===== src/rtl/axi_wrr_arbiter.sv =====
// Weighted round-robin arbiter for AXI Ax-channel streams with a one-deep registered output stage.
// Optional macro WRR_WEIGHT_CFG_EN adds runtime weight load ports (weight_i, weight_load_i).
module axi_wrr_arbiter #(
  parameter int unsigned INPUT_NUM      = 3,
  parameter int unsigned DATA_WIDTH     = 33,
  parameter int unsigned WEIGHT_WIDTH   = 4,
  parameter int unsigned DEFAULT_WEIGHT = 1
) (
  input  logic                          ACLK,
  input  logic                          ARESETn,
  input  logic [DATA_WIDTH-1:0]         data_i [INPUT_NUM],
  input  logic [INPUT_NUM-1:0]          valid_i,
  output logic [INPUT_NUM-1:0]          ready_o,
  output logic [DATA_WIDTH-1:0]         data_o,
  output logic                          valid_o,
  input  logic                          ready_i,
  output logic [$clog2(INPUT_NUM)-1:0]  grant_o
`ifdef WRR_WEIGHT_CFG_EN
  ,
  input  logic [INPUT_NUM*WEIGHT_WIDTH-1:0] weight_i,
  input  logic                              weight_load_i
`endif
);

  localparam int unsigned IDX_W = $clog2(INPUT_NUM);

  typedef logic [WEIGHT_WIDTH-1:0] cnt_t;
  typedef logic [IDX_W-1:0]        idx_t;
  typedef enum logic {EMPTY, FULL} state_t;

  localparam cnt_t DEF_W = (DEFAULT_WEIGHT == 0) ? cnt_t'(1) : cnt_t'(DEFAULT_WEIGHT);

  function automatic cnt_t fix_weight(cnt_t w);
    return (w == '0) ? cnt_t'(1) : w;
  endfunction

  state_t         state, state_nxt;
  idx_t           ptr, ptr_nxt;
  cnt_t           credit [INPUT_NUM];
  cnt_t           weight [INPUT_NUM];

  logic [INPUT_NUM-1:0] elig, mask;
  logic                 reload, win_found, accept, take;
  idx_t                 win_idx;
  logic [IDX_W:0]       scan;
  cnt_t                 base, dec;

`ifdef WRR_WEIGHT_CFG_EN
  cnt_t weight_q [INPUT_NUM];
  always_comb begin
    for (int unsigned k = 0; k < INPUT_NUM; k++) weight[k] = weight_q[k];
  end
`else
  always_comb begin
    for (int unsigned k = 0; k < INPUT_NUM; k++) weight[k] = DEF_W;
  end
`endif

  // An exhausted-but-requesting set reloads in the same cycle, so the winner
  // is then chosen among all valid inputs rather than only credited ones.
  always_comb begin
    elig      = '0;
    win_found = 1'b0;
    win_idx   = '0;
    scan      = '0;
    for (int unsigned k = 0; k < INPUT_NUM; k++)
      elig[k] = valid_i[k] && (credit[k] != '0);
    reload = (elig == '0) && (valid_i != '0);
    mask   = reload ? valid_i : elig;
    for (int unsigned i = 0; i < INPUT_NUM; i++) begin
      scan = {1'b0, ptr} + (IDX_W+1)'(i);
      if (scan >= (IDX_W+1)'(INPUT_NUM)) scan = scan - (IDX_W+1)'(INPUT_NUM);
      if (!win_found && mask[scan[IDX_W-1:0]]) begin
        win_found = 1'b1;
        win_idx   = scan[IDX_W-1:0];
      end
    end
  end

  always_comb begin
    base    = reload ? weight[win_idx] : credit[win_idx];
    dec     = (base == '0) ? '0 : base - 1'b1;
    if (dec == '0)
      ptr_nxt = (win_idx == IDX_W'(INPUT_NUM-1)) ? '0 : win_idx + 1'b1;
    else
      ptr_nxt = win_idx;
  end

  always_comb begin
    state_nxt = state;
    accept    = (state == EMPTY) || ready_i;
    take      = accept && win_found;
    ready_o   = '0;
    if (take && ARESETn) ready_o[win_idx] = 1'b1;
    case (state)
      EMPTY:   if (take) state_nxt = FULL;
      FULL:    if (ready_i) state_nxt = take ? FULL : EMPTY;
      default: state_nxt = EMPTY;
    endcase
    valid_o = (state == FULL);
  end

  always_ff @(posedge ACLK or negedge ARESETn) begin
    if (!ARESETn) state <= EMPTY;
    else          state <= state_nxt;
  end

  always_ff @(posedge ACLK or negedge ARESETn) begin
    if (!ARESETn) begin
      data_o  <= '0;
      grant_o <= '0;
    end else if (take) begin
      data_o  <= data_i[win_idx];
      grant_o <= win_idx;
    end
  end

  // A weight load takes priority over the arbitration credit update.
  always_ff @(posedge ACLK or negedge ARESETn) begin
    if (!ARESETn) begin
      ptr <= '0;
      for (int unsigned k = 0; k < INPUT_NUM; k++) begin
        credit[k] <= DEF_W;
`ifdef WRR_WEIGHT_CFG_EN
        weight_q[k] <= DEF_W;
`endif
      end
    end else begin
`ifdef WRR_WEIGHT_CFG_EN
      if (weight_load_i) begin
        ptr <= '0;
        for (int unsigned k = 0; k < INPUT_NUM; k++) begin
          weight_q[k] <= fix_weight(weight_i[k*WEIGHT_WIDTH +: WEIGHT_WIDTH]);
          credit[k]   <= fix_weight(weight_i[k*WEIGHT_WIDTH +: WEIGHT_WIDTH]);
        end
      end else
`endif
      if (take) begin
        if (reload)
          for (int unsigned k = 0; k < INPUT_NUM; k++) credit[k] <= weight[k];
        credit[win_idx] <= dec;
        ptr             <= ptr_nxt;
      end
    end
  end

endmodule


===== config.mk =====
export PLATFORM = sky130hd
export DESIGN_NAME = axi_wrr_arbiter
export DESIGN_NICKNAME = d
export VERILOG_FILES = /design/src/rtl/axi_wrr_arbiter.sv
export SDC_FILE = /design/constraint.sdc
export NUM_CORES = 1
export LEC_CHECK = 0
export BUFFER_PORTS_ARGS = -buffer_cell sky130_fd_sc_hd__buf_2
export CORE_MARGIN = 5
export CORE_UTILIZATION = 46
export CTS_CLUSTER_SIZE = 25
export DETAILED_ROUTE_END_ITERATION = 16
export MAX_ROUTING_LAYER = met4
export PLACE_DENSITY = 0.8
export SLEW_MARGIN = 20
export SYNTH_ARGS = -nofsm -noshare
export SYNTH_HDL_FRONTEND = slang
export SYNTH_SLANG_ARGS = --single-unit

===== constraint.sdc =====
create_clock -name ACLK -period 4.4 [get_ports ACLK]
set_clock_uncertainty 0.05 [all_clocks]
set_input_delay 0.88 -clock ACLK [delete_from_list [all_inputs] [get_ports ACLK]]
set_output_delay 0.88 -clock ACLK [all_outputs]
set_load 0.02 [all_outputs]

==> key figures, run 1 <==
Status
  • Status: complete, no violations

STA
  • Final setup vio count: 0
  • Tcrit/Tclk final: 86.6%
  • RSZ-0062 raised after global routing: no
  • Worst slew margin: 37.9%
  • Worst Tran Pin Value: 0.920 ns
  • Maximum clock rate: 262 MHz
  • Fin. Hold Viols: 0
  • Final min period: 3.81 ns
  • Setup TNS Final: 0 ns
  • Final Max Tran Viols: 0

CTS
  • CTS root buf: clkbuf_8
  • Post-CTS setup buffers: 0
  • CTS Sinks: 50
  • # hold bufs at CTS: 0
  • Worst-path clk slew: 0.09 ns
  • H-tree levels: 2
  • TritonCTS buffer count: 5
  • Clock Latency Late Sink: 0.31 ns
  • TritonCTS clock tree: done
  • CTS-repair resized insts: 0
  • CTS Buffer Depth: 2

Critical path
  • Worst Path Arrival: 2.88 ns
  • R2r startpoint: credit[1]
  • Crit path max-delay cell type: and2_1
  • Critical path type: register to primary output
  • Startpoint types: register
  • WP data required: 3.47 ns
  • CP startpoint: ptr[0]
  • Crit path cell chain: inv_1 > ha_1 > or3_1 > o2111ai_1 > nor3_1 > and2_1 > buf_4 > and3_1 > buf_2
  • Critical Path Fanout Max: 16
  • Largest stage delay on the critical path: 0.48 ns
  • CP Capture Type: primary output

Layout
  • Final nets: 571
  • Layout Area Growth over Synthesis: 30.4%
  • Fraction of layout cells with a size suffix above 1: 37.6%

Power and ir drop
  • Sequential Power Share: 26.5%
  • VDD IR-drop max: 369 µV
  • Psw: 1.59 mW
  • Clk pwr share: 9.2%
  • Power Density: 831 nW/µm²
  • Overall Power: 3.14 mW
  • Sw frac: 50.7%
  • Gate power share: 64.3%
  • Internal power: 1.55 mW
  • LEAKAGE: 1.84 nW

Floorplan
  • Die W: 89.4 µm
  • # rows: 29
  • Die Y: 89.4 µm
  • Starting Density: 46.5%
  • Die footprint: 8000 µm²
  • Core box area: 6240 µm²
  • IO Count: 144

Yosys
  • Synth area leaders: dfrtp_1 41%, a22oi_1 8.8%, a31oi_1 7.3%
  • Seq/Total Area, Yosys: 43.3%
  • Compound-cell area share of the yosys netlist: 32.4%
  • Post-synthesis adder-cell area fraction: 0.862%
  • Post-synthesis cell type count: 57
  • Async SR Flop Fraction: 100%
  • Most frequent cells after synthesis: 47 x dfrtp_1, 47 x nand2_1, 41 x nor2_1
  • Synth Cell Area: 2900 µm²
  • Top-area cell type share of the netlist area: 40.5%
  • Cells after Synth: 331
  • Post-synthesis register bit count: 50
  • Largest family of logic cells by synthesized area: compound AO/OA/AOI/OAI gates
  • Post-synthesis mux area share: 0.345%
  • Yosys warns: 0
  • Post-synthesis xor/xnor area fraction: 0%
  • Most common flop cell mapped by yosys: dfrtp_1
  • Synth area leader: dfrtp_1
  • Post-synth EDFFs: 0
  • Simple-Gate Fraction of Synth Area: 18.1%
  • Synth Net Count: 438
  • Synth Area per Inst: 8.77 µm²

GRT
  • First-pass GRT wire length: 13.9 mm
  • Initial antenna violation count: 1
  • Gr usage total: 22.9%
  • Largest net degree at the start of global routing: 53
  • Aggregate global routing overflow: 0
  • Vias in the first global route: 2931

Placed design
  • Gpl congestion: 0.925
  • Hpwl dp: 7.16 mm
  • IO Port Bufs: 143

Hold path
  • Worst min path class: register to register
  • HP Start: grant_o[1]

Detailed routing
  • Initial drt markers: 253
  • DR pass1 iterations: 5
  • Detailed Route WL: 9.10 mm
  • Routed len/inst: 16.8 µm
  • Routed Antenna Nets: 0
  • Mean number of vias per cell: 5.74
  • Total number of vias: 3119
  • DRC: 0

Run
  • MaxCap Viol Count: 0
routing by layer:
metal	part of all wire, %	global-route usage [%]	vias to the layer above
met4	1.6	6.50	0
met2	50	36.8	144
met5	0	-	-
met3	7.2	3.96	14
met1	41	29.8	1443
li1	-	-	1518
state kept, by name, indices dropped and copies added (netlist names):
signal and flops:
valid_o 1, credit 12, data_o 33, grant_o 2, ptr 2
worst max-delay path: cells and delay by family, from the launching register on:
kind | cells | cell delay (ns)
AND/OR/NAND/NOR | 4 | 1.07
buffers and inverters | 3 | 0.55
adder cells (fa/ha/maj) | 1 | 0.42
flip-flops | 1 | 0.38
AO/OA/AOI/OAI | 1 | 0.14
per-stage QoR:
step	utilization (%)	area (µm²)	worst slack [ns]	hold WS [ns]	cells
after floorplan	-	2900	0.586	0.412	331
after global placement	59.0	3680	0.774	0.412	534
after detailed placement	59.0	3680	0.737	0.422	534
after CTS	60.6	3780	0.609	0.443	542
after global routing	60.6	3780	0.396	0.466	543
final	60.6	3780	0.587	0.440	543
area by class of cell:
| cell class | count | area (µm²) |
|---|---|---|
| fillers | 583 | 2460 |
| clock buffers | 6 | 82.6 |
| well taps | 77 | 96.3 |
| multi-input cells | 244 | 1510 |
| clock inverters | 2 | 16.3 |
| flip-flops and latches | 50 | 1250 |
| inverters | 13 | 48.8 |
| repair buffers | 150 | 768 |
| diodes | 1 | 2.50 |
kinds of logic (layout without fill, tap and decap cells):
kind of cell / count (synthesis) / count (layout)
AND/OR/NAND/NOR: 117 / 117
other: 0 / 1
buffers and inverters: 37 / 171
multiplexers: 1 / 1
flip-flops: 50 / 50
AO/OA/AOI/OAI: 124 / 124
adder cells (fa/ha/maj): 2 / 2
final timing paths:
path | endpoint | slack [ns] | cells past startpoint
worst max-delay path | ready_o[1] | 0.59 | 9
worst min-delay path | grant_o[1] | 0.44 | 1
worst max register to register | credit[7] | 0.98 | 8
worst min register to register | grant_o[1] | 0.44 | 1
max in group asynchronous | credit[2] | 3.22 | 2
min in group asynchronous | data_o[15] | 0.66 | 2
power groups by stage:
stage               Clock [mW]  Sequential, mW  Combinational [mW]
floorplan                    0            1.02                1.26
global placement             0           0.834                1.98
detailed placement           0           0.841                2.02
CTS                      0.292           0.833                2.02
global route             0.313           0.862                2.21
finish                   0.288           0.834                2.02
cells in the final DEF (no fill, tap or decap), drive strengths merged, types with 2 or more instances in the layout:
| master | netlist | routed |
|---|---|---|
| buf | 4 | 150 |
| nand2 | 47 | 47 |
| dfrtp | 47 | 47 |
| nor2 | 41 | 41 |
| a22oi | 34 | 34 |
| a31oi | 34 | 34 |
| inv | 13 | 14 |
| o21ai | 13 | 13 |
| and3 | 6 | 6 |
| clkbuf | 20 | 6 |
| nand3 | 5 | 5 |
| a21oi | 5 | 5 |
| o2111ai | 4 | 4 |
| o41a | 3 | 3 |
| nor4 | 3 | 3 |
| nor3 | 3 | 3 |
| o211ai | 3 | 3 |
| a21o | 3 | 3 |
| dfstp | 3 | 3 |
| or4 | 3 | 3 |
| o41ai | 3 | 3 |
| nand4 | 2 | 2 |
| o311a | 2 | 2 |
| a32o | 2 | 2 |
| a2bb2oi | 2 | 2 |
| ha | 2 | 2 |
| or3 | 2 | 2 |
| and2 | 2 | 2 |
| o311ai | 2 | 2 |
Note: power is estimated with default switching activity, not from simulation.
==> run 2, diff against run 1 <==
CORE_UTILIZATION = 50   (was 46)
PLACE_DENSITY = 0.86   (was 0.8)
clock period = 4.45 ns   (was 4.4 ns; I/O delays follow)
==> key figures, run 2 (synthesis results as in run 1) <==
Layout
  • Largest Register: data_o
  • Layout Area Growth over Synthesis: 29.1%
  • # diodes: 0 (-1)
  • Most frequent cells in the layout: 143 x buf_2, 47 x nand2_1, 47 x dfrtp_1, 40 x nor2_1
  • Fillers: 483 (-17%)
  • Largest regs: data_o x33, credit x12
  • Final nets: 568 (-0.53%)
  • Footprint of the multi-input gates: 1510 µm² (unchanged)
  • Commonest non-fill, non-tap cell in the layout: buf_2
  • Fraction of layout cells with a size suffix above 1: 37.0% (-0.62 points)
  • Max reg flops: 33 (unchanged)
  • Sequential Area: 1250 µm² (unchanged)
  • Non-Filler Instances: 534 (-1.7%)

Placed design
  • Placed instance count: 526 (-1.5%)
  • Hpwl dp: 7.32 mm (+2.3%)
  • Dpl ws: 0.645 ns (-0.0918 ns)
  • IO Port Bufs: 143 (unchanged)
  • Gpl congestion: 0.937 (+1.4%)

GRT
  • First-pass GRT wire length: 15.6 mm (+13%)
  • Vias in the first global route: 3235 (+10%)
  • Largest net degree at the start of global routing: 78 (+47%)
  • Aggregate global routing overflow: 0 (unchanged)
  • Initial antenna violation count: 0 (-1)
  • Gr usage total: 27.0% (+4.1 points)

STA
  • Worst setup margin: 0.505 ns (-0.0820 ns)
  • Worst Tran Pin Value: 0.869 ns (-0.0514 ns)
  • Tcrit/Tclk final: 88.6%
  • Maximum clock rate: 254 MHz
  • RSZ-0062 raised after global routing: no
  • Setup TNS Final: 0 ns (unchanged)
  • Worst slew margin: 41.4% (+3.5 points)
  • Final setup vio count: 0 (unchanged)
  • Final min period: 3.94 ns
  • Final Max Tran Viols: 0 (unchanged)
  • Fin. Hold Viols: 0 (unchanged)

Status
  • Status: complete, no violations

Floorplan
  • Die Y: 86.2 µm (-3.6%)
  • Starting Density: 52.1% (+5.6 points)
  • IO Count: 144 (unchanged)
  • Core box area: 5570 µm² (-11%)
  • # rows: 27 (-6.9%)
  • Die footprint: 7430 µm² (-7.1%)
  • Die W: 86.2 µm (-3.6%)

Power and ir drop
  • Power Density: 827 nW/µm² (-0.45%)
  • VDD IR-drop max: 474 µV (+29%)
  • Clk pwr share: 8.5% (-0.7 points)
  • Sw frac: 51.2% (+0.55 points)
  • Internal power: 1.51 mW (-2.6%)
  • LEAKAGE: 1.82 nW (-0.81%)
  • Psw: 1.59 mW (-0.41%)
  • Sequential Power Share: 27.0% (+0.5 points)
  • Gate power share: 64.4% (about the same)

CTS
  • CTS root buf: clkbuf_8
  • Post-CTS setup buffers: 0 (unchanged)
  • H-tree levels: 2 (unchanged)
  • # hold bufs at CTS: 0 (unchanged)
  • TritonCTS clock tree: done
  • Clock Latency Late Sink: 0.29 ns (-0.02 ns)
  • CTS Buffer Depth: 2 (unchanged)
  • TritonCTS buffer count: 5 (unchanged)
  • CTS-repair resized insts: 0 (unchanged)
  • Worst-path clk slew: 0.09 ns (about the same)
  • CTS Sinks: 50 (unchanged)

Critical path
  • Critical Path Fanout Max: 41 (+25)
  • WP data required: 3.51 ns (+0.04 ns)
  • Worst Path Arrival: 3.00 ns (+0.12 ns)
  • Startpoint types: register
  • Critical path type: register to primary output
  • CP Capture Type: primary output

Detailed routing
  • Routed len/inst: 17.9 µm (+6.8%)
  • Initial drt markers: 253 (unchanged)
  • Routed Antenna Nets: 0 (unchanged)
  • Mean number of vias per cell: 6.03 (+4.9%)
  • Total number of vias: 3219 (+3.2%)
  • DRC: 0 (unchanged)
  • Detailed Route WL: 9.56 mm (+5.1%)
  • DR pass1 iterations: 5 (unchanged)

Hold path
  • Worst min path class: input pin to asynchronous set/reset pin

Run
  • MaxCap Viol Count: 0 (unchanged)
==> run 2: cell types whose count changed in the layout (fill, tap and decap cells not counted), sizes merged <==
cell,previous run,this run
clkinvlp,1,0
clkbuf,6,7
inv,14,13
clkinv,0,1
diode,1,0
buf,150,147
==> run 2: cell type report <==
type / instances / area share (%)
clock buffer: 7 / 2.31
timing repair buffer: 147 / 19.9
tap: 72 / 2.41
clock inverter: 1 / 0.134
multi-input combinational: 244 / 40.4
sequential: 50 / 33.5
inverter: 13 / 1.30
==> run 2: per-layer routing <==
| layer | vias to the layer above | wire length, µm | track usage [%] | share of wire, % |
|---|---|---|---|---|
| li1 | 1511 | - | - | - |
| met1 | 1489 | 3690 | 33.5 | 39 |
| met2 | 187 | 4810 | 43.4 | 50 |
| met3 | 32 | 720 | 4.09 | 7.5 |
| met4 | 0 | 340 | 12.5 | 3.6 |
| met5 | - | 0 | - | 0 |
==> run 2: worst max-delay path, cell delays in order, from the launching register on <==
cell     delay [ns]
dfrtp_1        0.46
or4_1          0.61
o21ai_0        0.16
and3_1         0.23
o211a_2        0.77
nor2_2         0.08
and3_1         0.22
buf_2          0.16
==> run 2: metrics by stage <==
stage               hold WS (ns)  area, µm²  utilization [%]  total power [mW]
finish                     0.437       3740             67.2              3.10
global route               0.458       3740             67.2              3.33
CTS                        0.438       3740             67.2              3.08
detailed placement         0.417       3650             65.5              2.81
global placement           0.410       3650             65.5              2.76
floorplan                  0.412       2900                -              2.25
==> run 2: path summary, 6_finish.rpt <==
path	to	start	cells after the start	slack, ns
max reg2reg	credit[2]	credit[9]	8	0.85
min reg2reg	grant_o[1]	grant_o[1]	1	0.44
max	ready_o[0]	credit[9]	7	0.51
min	data_o[18]	ARESETn	1	0.44
max in group asynchronous	credit[8]	ARESETn	2	3.10
min in group ACLK	grant_o[1]	grant_o[1]	1	0.44
==> run 2: power groups by stage <==
stage / combinational (mW) / clock, mW / sequential, mW
global placement: 1.93 / 0 / 0.833
finish: 2.00 / 0.264 / 0.837
CTS: 1.98 / 0.268 / 0.832
global route: 2.18 / 0.289 / 0.862
floorplan: 1.24 / 0 / 1.01
detailed placement: 1.98 / 0 / 0.835
